File: src/rtl/opl3_pkg.sv
`default_nettype none
// ============================================================================
// Package     : opl3_pkg
// Description : Shared constants and types for the OPL3 operator
//               scheduler: register-write strobe, operator result stream
//               and scheduler state encoding.
// Revision    : 1.0 - initial release
// ============================================================================
package opl3_pkg;

  localparam int NUM_BANKS              = 2;
  localparam int NUM_OPERATORS_PER_BANK = 18;
  localparam int BANK_NUM_WIDTH         = 1;
  localparam int OP_NUM_WIDTH           = 5;
  localparam int REG_ADDR_WIDTH         = 8;
  localparam int REG_DATA_WIDTH         = 8;
  localparam int OP_OUT_WIDTH           = 13;
  localparam int CLK_DIV_COUNT          = 256;
  localparam int OP_SLOT_CYCLES         = 6;
  localparam int NUM_OP_SLOTS           = NUM_BANKS * NUM_OPERATORS_PER_BANK;

  // Register-file write: one bank-qualified address/data pair.
  typedef struct packed {
    logic                      valid;
    logic [BANK_NUM_WIDTH-1:0] bank_num;
    logic [REG_ADDR_WIDTH-1:0] address;
    logic [REG_DATA_WIDTH-1:0] data;
  } opl3_reg_wr_t;

  // One result from the shared operator pipeline.
  typedef struct packed {
    logic                      valid;
    logic [BANK_NUM_WIDTH-1:0] bank_num;
    logic [OP_NUM_WIDTH-1:0]   op_num;
    logic [OP_OUT_WIDTH-1:0]   level;
  } operator_out_t;

  typedef enum logic [1:0] {
    SCHED_IDLE  = 2'd0,
    SCHED_RUN   = 2'd1,
    SCHED_DRAIN = 2'd2
  } sched_state_t;

endpackage
`default_nettype wire

File: src/rtl/opl3_reg_wr_fifo.sv
`default_nettype none
// ============================================================================
// Module      : opl3_reg_wr_fifo
// Description : Small synchronous FIFO buffering host register writes until
//               the scheduler can commit them between frames. Pointers carry
//               one extra wrap bit so full and empty are distinguishable.
// Revision    : 1.0 - initial release
// ============================================================================
module opl3_reg_wr_fifo
  import opl3_pkg::*;
#(
  parameter int DEPTH = 4
) (
  input  logic         clk_i,
  input  logic         reset_i,
  input  logic         push_i,
  input  opl3_reg_wr_t data_i,
  input  logic         pop_i,
  output opl3_reg_wr_t data_o,
  output logic         full_o,
  output logic         empty_o
);

  localparam int PTR_W = $clog2(DEPTH);

  logic [PTR_W:0] wr_ptr_q;
  logic [PTR_W:0] rd_ptr_q;
  opl3_reg_wr_t   mem_q [DEPTH];
  logic           do_push;
  logic           do_pop;

  assign empty_o = (wr_ptr_q == rd_ptr_q);
  assign full_o  = (wr_ptr_q[PTR_W] != rd_ptr_q[PTR_W]) &&
                   (wr_ptr_q[PTR_W-1:0] == rd_ptr_q[PTR_W-1:0]);
  assign do_push = push_i && !full_o;
  assign do_pop  = pop_i && !empty_o;
  assign data_o  = mem_q[rd_ptr_q[PTR_W-1:0]];

  // Advance read/write pointers; wrap bit toggles naturally on overflow.
  always_ff @(posedge clk_i or posedge reset_i) begin
    if (reset_i) begin
      wr_ptr_q <= '0;
      rd_ptr_q <= '0;
    end else begin
      if (do_push) wr_ptr_q <= wr_ptr_q + (PTR_W+1)'(1);
      if (do_pop)  rd_ptr_q <= rd_ptr_q + (PTR_W+1)'(1);
    end
  end

  // Payload storage needs no reset; emptiness is tracked by the pointers.
  always_ff @(posedge clk_i) begin
    if (do_push) mem_q[wr_ptr_q[PTR_W-1:0]] <= data_i;
  end

endmodule
`default_nettype wire

File: src/rtl/opl3_op_scheduler.sv
`default_nettype none
// ============================================================================
// Module      : opl3_op_scheduler
// Description : Per-sample time-slot scheduler for the shared OPL3 operator
//               pipeline. Issues 36 operator slots per sample tick, waits for
//               the final result, and commits buffered host register writes
//               only while idle so a frame sees one consistent register set.
// Revision    : 1.0 - initial release
// ============================================================================
module opl3_op_scheduler
  import opl3_pkg::*;
#(
  parameter int SLOT_CYCLES   = OP_SLOT_CYCLES,
  parameter int WR_FIFO_DEPTH = 4
) (
  input  logic                      clk_i,
  input  logic                      reset_i,
  input  logic                      sample_clk_en_i,
  input  opl3_reg_wr_t              host_wr_i,
  output logic                      host_wr_ready_o,
  output opl3_reg_wr_t              reg_wr_o,
  output logic                      op_start_o,
  output logic [BANK_NUM_WIDTH-1:0] bank_num_o,
  output logic [OP_NUM_WIDTH-1:0]   op_num_o,
  input  operator_out_t             op_out_i,
  output logic                      sample_done_o,
  output logic                      busy_o,
  output logic                      overrun_o
);

  localparam int CYC_W  = $clog2(SLOT_CYCLES);
  localparam int SLOT_W = $clog2(NUM_OP_SLOTS);

  localparam logic [CYC_W-1:0]          CYC_LAST  = CYC_W'(SLOT_CYCLES - 1);
  localparam logic [SLOT_W-1:0]         SLOT_LAST = SLOT_W'(NUM_OP_SLOTS - 1);
  localparam logic [OP_NUM_WIDTH-1:0]   OP_LAST   = OP_NUM_WIDTH'(NUM_OPERATORS_PER_BANK - 1);
  localparam logic [BANK_NUM_WIDTH-1:0] BANK_LAST = BANK_NUM_WIDTH'(NUM_BANKS - 1);

  sched_state_t                state_q;
  logic [CYC_W-1:0]            cyc_q;
  logic [SLOT_W-1:0]           slot_q;
  logic [BANK_NUM_WIDTH-1:0]   bank_q;
  logic [OP_NUM_WIDTH-1:0]     op_q;
  logic                        op_start_q;
  logic                        sample_done_q;
  logic                        busy_q;
  logic                        overrun_q;
  opl3_reg_wr_t                reg_wr_q;

  logic                        fifo_full;
  logic                        fifo_empty;
  logic                        fifo_pop;
  opl3_reg_wr_t                fifo_data;
  logic                        last_result;
  logic                        unused_bits;

  opl3_reg_wr_fifo #(
    .DEPTH (WR_FIFO_DEPTH)
  ) u_wr_fifo (
    .clk_i   (clk_i),
    .reset_i (reset_i),
    .push_i  (host_wr_i.valid),
    .data_i  (host_wr_i),
    .pop_i   (fifo_pop),
    .data_o  (fifo_data),
    .full_o  (fifo_full),
    .empty_o (fifo_empty)
  );

  // A frame start wins over a commit in the same idle cycle.
  assign fifo_pop    = (state_q == SCHED_IDLE) && !sample_clk_en_i && !fifo_empty;
  assign last_result = op_out_i.valid &&
                       (op_out_i.bank_num == BANK_LAST) &&
                       (op_out_i.op_num == OP_LAST);
  assign unused_bits = ^{op_out_i.level, fifo_data.valid};

  assign host_wr_ready_o = !fifo_full;
  assign reg_wr_o        = reg_wr_q;
  assign op_start_o      = op_start_q;
  assign bank_num_o      = bank_q;
  assign op_num_o        = op_q;
  assign sample_done_o   = sample_done_q;
  assign busy_o          = busy_q;
  assign overrun_o       = overrun_q;

  // Frame FSM with slot/cycle counters; all outputs registered alongside state.
  always_ff @(posedge clk_i or posedge reset_i) begin
    if (reset_i) begin
      state_q       <= SCHED_IDLE;
      cyc_q         <= '0;
      slot_q        <= '0;
      bank_q        <= '0;
      op_q          <= '0;
      op_start_q    <= 1'b0;
      sample_done_q <= 1'b0;
      busy_q        <= 1'b0;
      overrun_q     <= 1'b0;
    end else begin
      op_start_q    <= 1'b0;
      sample_done_q <= 1'b0;
      if (sample_clk_en_i && (state_q != SCHED_IDLE)) overrun_q <= 1'b1;
      case (state_q)
        SCHED_IDLE: begin
          if (sample_clk_en_i) begin
            state_q    <= SCHED_RUN;
            busy_q     <= 1'b1;
            cyc_q      <= '0;
            slot_q     <= '0;
            bank_q     <= '0;
            op_q       <= '0;
            op_start_q <= 1'b1;
          end
        end
        SCHED_RUN: begin
          if (cyc_q == CYC_LAST) begin
            cyc_q <= '0;
            if (slot_q == SLOT_LAST) begin
              state_q <= SCHED_DRAIN;
              slot_q  <= '0;
              bank_q  <= '0;
              op_q    <= '0;
            end else begin
              slot_q     <= slot_q + SLOT_W'(1);
              op_start_q <= 1'b1;
              if (op_q == OP_LAST) begin
                op_q   <= '0;
                bank_q <= bank_q + BANK_NUM_WIDTH'(1);
              end else begin
                op_q <= op_q + OP_NUM_WIDTH'(1);
              end
            end
          end else begin
            cyc_q <= cyc_q + CYC_W'(1);
          end
        end
        SCHED_DRAIN: begin
          if (last_result) begin
            state_q       <= SCHED_IDLE;
            busy_q        <= 1'b0;
            sample_done_q <= 1'b1;
          end
        end
        default: begin
          state_q <= SCHED_IDLE;
          busy_q  <= 1'b0;
        end
      endcase
    end
  end

  // Register-file strobe: one committed FIFO entry per pop, otherwise all zero.
  always_ff @(posedge clk_i or posedge reset_i) begin
    if (reset_i) begin
      reg_wr_q <= '0;
    end else if (fifo_pop) begin
      reg_wr_q.valid    <= 1'b1;
      reg_wr_q.bank_num <= fifo_data.bank_num;
      reg_wr_q.address  <= fifo_data.address;
      reg_wr_q.data     <= fifo_data.data;
    end else begin
      reg_wr_q <= '0;
    end
  end

endmodule
`default_nettype wire
File: config.mk
export PLATFORM = sky130hd
export DESIGN_NAME = opl3_op_scheduler
export DESIGN_NICKNAME = d
export VERILOG_FILES = /design/src/rtl/opl3_pkg.sv /design/src/rtl/opl3_reg_wr_fifo.sv /design/src/rtl/opl3_op_scheduler.sv
export SDC_FILE = /design/constraint.sdc
export NUM_CORES = 1
export LEC_CHECK = 0
export CORE_MARGIN = 5
export CORE_UTILIZATION = 58
export CTS_CLUSTER_DIAMETER = 40
export DETAILED_ROUTE_END_ITERATION = 6
export GPL_ROUTABILITY_DRIVEN = 0
export HOLD_SLACK_MARGIN = 0.1
export PLACE_DENSITY_LB_ADDON = 0.08
export SYNTH_ARGS = -nofsm -noshare
export SYNTH_HDL_FRONTEND = slang
export SYNTH_HIERARCHICAL = 1
export SYNTH_SLANG_ARGS = --single-unit
File: constraint.sdc
create_clock -name clk_i -period 6.23 [get_ports clk_i]
set_clock_uncertainty 0.15 [all_clocks]
set_input_delay 1.246 -clock clk_i [delete_from_list [all_inputs] [get_ports clk_i]]
set_output_delay 1.246 -clock clk_i [all_outputs]
set_load 0.02 [all_outputs]
# Word level (Yosys, flattened, before mapping)

Memories as Yosys holds them, arrays and structs flattened.
Cells that the tools add are included.

Add/subtract/negate cells: 6
Eq/ne operators: 14
Muxes and demuxes: 34
Bitwise gates (word level): 1
Reduce and logical (&&, ||, !) cells: 19

Operators by type and width:

| cell                                                          | number |
|---|---|
| 5-bit 2-to-1 mux                                              | 4 |
| 18-bit 2-to-1 mux                                             | 1 |
| 6-bit 2-to-1 mux                                              | 3 |
| 1-bit 2-to-1 mux                                              | 13 |
| 6-bit one-hot mux with 2 select lines                         | 1 |
| 5-bit == test, second input constant                          | 2 |
| 5-bit one-hot mux with 2 select lines                         | 1 |
| 3-bit by 1-bit adder with 3-bit output, second input constant | 3 |
| 1-bit logical AND                                             | 8 |
| 2-bit 2-to-1 mux                                              | 4 |
| 2-bit inequality test, second input constant                  | 4 |
| 4-bit AND reduction                                           | 2 |
| 6-bit by 1-bit adder with 6-bit output, second input constant | 1 |
| 6-bit == test, second input constant                          | 1 |
| 3-bit 2-to-1 mux                                              | 2 |
| 2-bit one-hot mux with 3 select lines                         | 1 |
| 3-bit one-hot mux with 2 select lines                         | 1 |
| 3-bit AND reduction                                           | 2 |
| 5-bit by 1-bit adder with 5-bit output, second input constant | 1 |
| 1-bit one-hot mux with 2 select lines                         | 2 |
| 2-bit nonzero test                                            | 2 |
| 3-bit == test                                                 | 1 |
| 3-bit == test, second input constant                          | 1 |
| 1-bit logical NOT                                             | 3 |
| 10 further kinds                                              | 10 |

Bits in registers: 45
Bits in writable memories: 72
Input bits: 41
Memories kept: 1

Memories:

| memory          | words | width | read ports | clocked after memory_dff | write ports | RTL line               | RTL |
|---|---|---|---|---|---|---|---|
| u_wr_fifo.mem_q | 4     | 18    | 1          | 0                        | 1           | opl3_reg_wr_fifo.sv:28 | `opl3_reg_wr_t mem_q [DEPTH];` |

# Logic depth before layout (Yosys ltp)

Depth in word-level cells: 6
Gate-level depth with buffers: 8
Depth with buffers taken out: 6

# Modules after synthesis

The synthesis kept the hierarchy.

By module, submodules not included:

| module            | times used | cells each | area each (um2) |
|---|---|---|---|
| opl3_reg_wr_fifo  | 1          | 144        | 3113.0 |
| opl3_op_scheduler | 1          | 151        | 1704.1 |

# Least setup slack after synthesis

Ideal clock, no wire load.

Path type: register -> output
Start point: reg u_wr_fifo.rd_ptr_q[0]
End point: out host_wr_ready_o
Data arrival time: 1150 ps
Slack: 3684 ps
Cell stages (with the launch flop): 6
Path buffers: 1
Cell sequence: dfrtp_1 buf_6 xnor2_2 nand3_2 inv_1 inv_1

Cells in the longest elaborated chain, start to end: 3

RTL lines:

| what                   | RTL line                | RTL |
|---|---|---|
| from (decl)            | opl3_reg_wr_fifo.sv:27  | `logic [PTR_W:0] rd_ptr_q;` |
| from (signal assigned) | opl3_reg_wr_fifo.sv:46  | `if (do_pop) rd_ptr_q <= rd_ptr_q + (PTR_W+1)'(1);` |
| 2-bit == test          | opl3_reg_wr_fifo.sv:34  | `(wr_ptr_q[PTR_W-1:0] == rd_ptr_q[PTR_W-1:0]);` |
| 1-bit logical AND      | opl3_reg_wr_fifo.sv:33  | `assign full_o = (wr_ptr_q[PTR_W] != rd_ptr_q[PTR_W]) &&` |
| via fifo_full          | opl3_op_scheduler.sv:50 | `logic fifo_full;` |
| 1-bit logical NOT      | opl3_op_scheduler.sv:77 | `assign host_wr_ready_o = !fifo_full;` |
| to (decl)              | opl3_op_scheduler.sv:20 | `output logic host_wr_ready_o,` |

The timed path passes the listed nets, and every way through them passes these cells.

# Final worst setup path

Start point: reg u_wr_fifo.rd_ptr_q[1]
End point: out host_wr_ready_o

Same word-level chain as after synthesis.

==> results.json <==
{
  "r2r_setup_slack_ns": 3.05,
  "end_of_flow_core_utilization_pct": 76.1,
  "global_route_wire_length_before_repair_um": 14500,
  "end_kind": "primary output",
  "relative_contribution_of_combinational_cells_to_total_power_pct": 21.9,
  "timing.rr.end": "u_wr_fifo/rd_ptr_q[2]$_DFFE_PP0P_",
  "setup_tns_ns": 0,
  "grt_util_all_layers_pct": 19.6,
  "switching_power_mw": 0.717,
  "worstSkewPairLatency_ns": 0.49,
  "die_area_mm2": 0.00996,
  "number_of_clock_sinks": 113,
  "placedInstanceArea_mm2": 0.00534,
  "post_synth_instance_area_mm2": 0.00467,
  "power.density_cell_area_mw_per_mm2": 429,
  "min-delay-start": "overrun_o$_DFFE_PP0P_",
  "rr_startpoint": "u_wr_fifo/rd_ptr_q[1]$_DFFE_PP0P_",
  "total_power_of_the_final_layout_mw": 2.55,
  "seqPwrFrac_pct": 40.5,
  "holdBufCountCts": 0,
  "worst_hold_path.num_cells": 1,
  "boundaryPins": 70,
  "power.leakage_nw": 2.28,
  "timing.critical_path.fanout_max": 23,
  "insertedDiodeCount": 0,
  "max-slew-margin-rel_pct": 28.9,
  "final_period_minus_worst_setup_slack_ns": 4.11,
  "die_height_um": 99.8,
  "place.port_buffers": 56,
  "fin_area_mm2": 0.00594,
  "synth.avg_cell_area_um2": 16.1,
  "finalWirelength_um": 8980,
  "post_synth_net_total": 339,
  "timing.max_cap.violations": 0,
  "route.antenna.remaining_nets": 0,
  "ff2ff_path_depth": 5,
  "dr_total_vias": 2653,
  "detail_route.wl_per_cell_um": 19.0,
  "max_slew_vio_count": 0,
  "placed_cells_incl_taps": 441,
  "worst-endpoint-arrival_ns": 2.72,
  "globalRoute.totalOverflow": 0,
  "ctsRootBufferMaster": "sky130_fd_sc_hd__clkbuf_8",
  "worst_ep_required_time_ns": 4.83,
  "initial_utilization_pct": 59.9,
  "pin_count_of_the_biggest_net_entering_global_routing": 28,
  "cts_made_buffers": 17,
  "startpoint_type": "flop",
  "drc_errors": 0,
  "rows": 32,
  "status": "finished, final reports clean",
  "yosysWarnings": 6,
  "path_clk_slew_ns": 0.05,
  "vias_per_cell": 5.61,
  "vdd_ir_drop_max_v": 0.000243,
  "core-area_mm2": 0.00781,
  "worst_hold_path.endpoint": "overrun_o$_DFFE_PP0P_",
  "postCtsResizedCells": 0,
  "setup-violations-final": 0,
  "vias_in_the_first_global_route": 2886,
  "dr.pass1.iters": 4,
  "clock_tree_from_tritoncts": "built",
  "finish.cell_count_without_fillers": 473,
  "dp.final_hpwl_um": 5400,
  "rsz_0062_raised_after_global_routing": "false",
  "tightestPinTransition_ns": 1.06,
  "crit_path_category": "reg2out",
  "fin_crit_sh_pct": 66.0,
  "power.share.switching_pct": 28.1,
  "timing.hold.worst.class": "reg2reg",
  "cts_htree_levels": 4,
  "grt_antenna_before_repair": 0,
  "drt_iter0_markers": 129,
  "intPower_mw": 1.83,
  "report.final.hold_viol_count": 0,
  "area.growth.synth_to_final_pct": 27.1,
  "post-cts-setup-buffers": 0,
  "fmax_mhz": 243,
  "fin_nets": 407,
  "drive_above_1_share_pct": 17.3,
  "syn-instance-count": 290,
  "final.fill_count": 463,
  "die_width_um": 99.8,
  "clockPowerShare_pct": 37.6,
  "ctsLongestPathBuffers": 2
}
==> power groups by stage <==
stage          sequential [mW]  combinational [mW]  clock (mW)
2_1_floorplan             1.04               0.385           0
3_3_place_gp              1.03               0.541           0
3_5_place_dp              1.04               0.559           0
4_1_cts                   1.03               0.568       0.971
5_1_grt                   1.05               0.611        1.01
6_report                  1.03               0.559       0.959
==> final cells by class <==
class	count	area, um^2	area share [%]
clock buffer	19	442	7.44
multi-input combinational	157	1430	24.0
clock inverter	13	160	2.70
sequential	113	3170	53.3
timing repair buffer	58	576	9.69
tap	102	128	2.15
inverter	11	41.3	0.695
==> metal layers <==
layer / global-route usage (%) / part of all wire [%] / vias up
met2: 34.9 / 54 / 69
met5: 0 / 0 / -
met1: 23.2 / 41 / 1350
li1: - / - / 1227
met4: 6.93 / 0.74 / 0
met3: 4.52 / 4.1 / 7
==> stage by stage <==
step           worst slack (ns)  hold slack (ns)
2_1_floorplan              3.69            0.323
3_3_place_gp               2.66            0.301
3_5_place_dp               2.62            0.307
4_1_cts                    2.08            0.321
5_1_grt                    1.98            0.349
6_report                   2.12            0.322
==> cells in the final DEF (no fill, tap or decap), drive strengths merged, types with 2 or more instances in the layout <==
master and count:
nor2 7, nor2b 3, edfxtp 68, xor2 5, buf 2, mux2i 2, xnor2 7, o21ai 10
nand4b 2, nor3 2, nand3b 2, o31ai 6, nand3 8, inv 12, clkbuf 19, and2 18
and3 4, a211oi 3, nand2 18, a21oi 9, o311ai 2, ha 8, clkinv 7, nand2b 8
dfrtp 45, nor4bb 2, clkdlybuf4s50 56, clkinvlp 2, bufinv 3, mux4 17, a22o 3
==> flip-flops by register name, indices dropped and copies added, names as in the netlist, 2 cells and up <==
register,count
u_wr_fifo/rd_ptr_q,3
reg_wr_o,18
state_q,2
op_num_o,5
cyc_q,3
u_wr_fifo/mem_q,68
slot_q,6
u_wr_fifo/wr_ptr_q,3
==> worst max-delay path by stage <==
stage / from / cells after the start / to
global route: u_wr_fifo/rd_ptr_q[1]$_DFFE_PP0P_ / 5 / host_wr_ready_o
finish: u_wr_fifo/rd_ptr_q[1]$_DFFE_PP0P_ / 5 / host_wr_ready_o
detailed placement: u_wr_fifo/rd_ptr_q[1]$_DFFE_PP0P_ / 5 / host_wr_ready_o
CTS: u_wr_fifo/rd_ptr_q[1]$_DFFE_PP0P_ / 5 / host_wr_ready_o
floorplan: u_wr_fifo/rd_ptr_q[0]$_DFFE_PP0P_ / 5 / host_wr_ready_o
global placement: u_wr_fifo/rd_ptr_q[1]$_DFFE_PP0P_ / 5 / host_wr_ready_o
==> critical path, stage by stage, from the launching register on <==
cell                              delay (ns)
sky130_fd_sc_hd__dfrtp_1                1.03
sky130_fd_sc_hd__xnor2_1                0.33
sky130_fd_sc_hd__nand3_2                0.18
sky130_fd_sc_hd__inv_1                  0.05
sky130_fd_sc_hd__inv_1                  0.05
sky130_fd_sc_hd__clkdlybuf4s50_1        0.59
(Power assumes the default switching activity.)
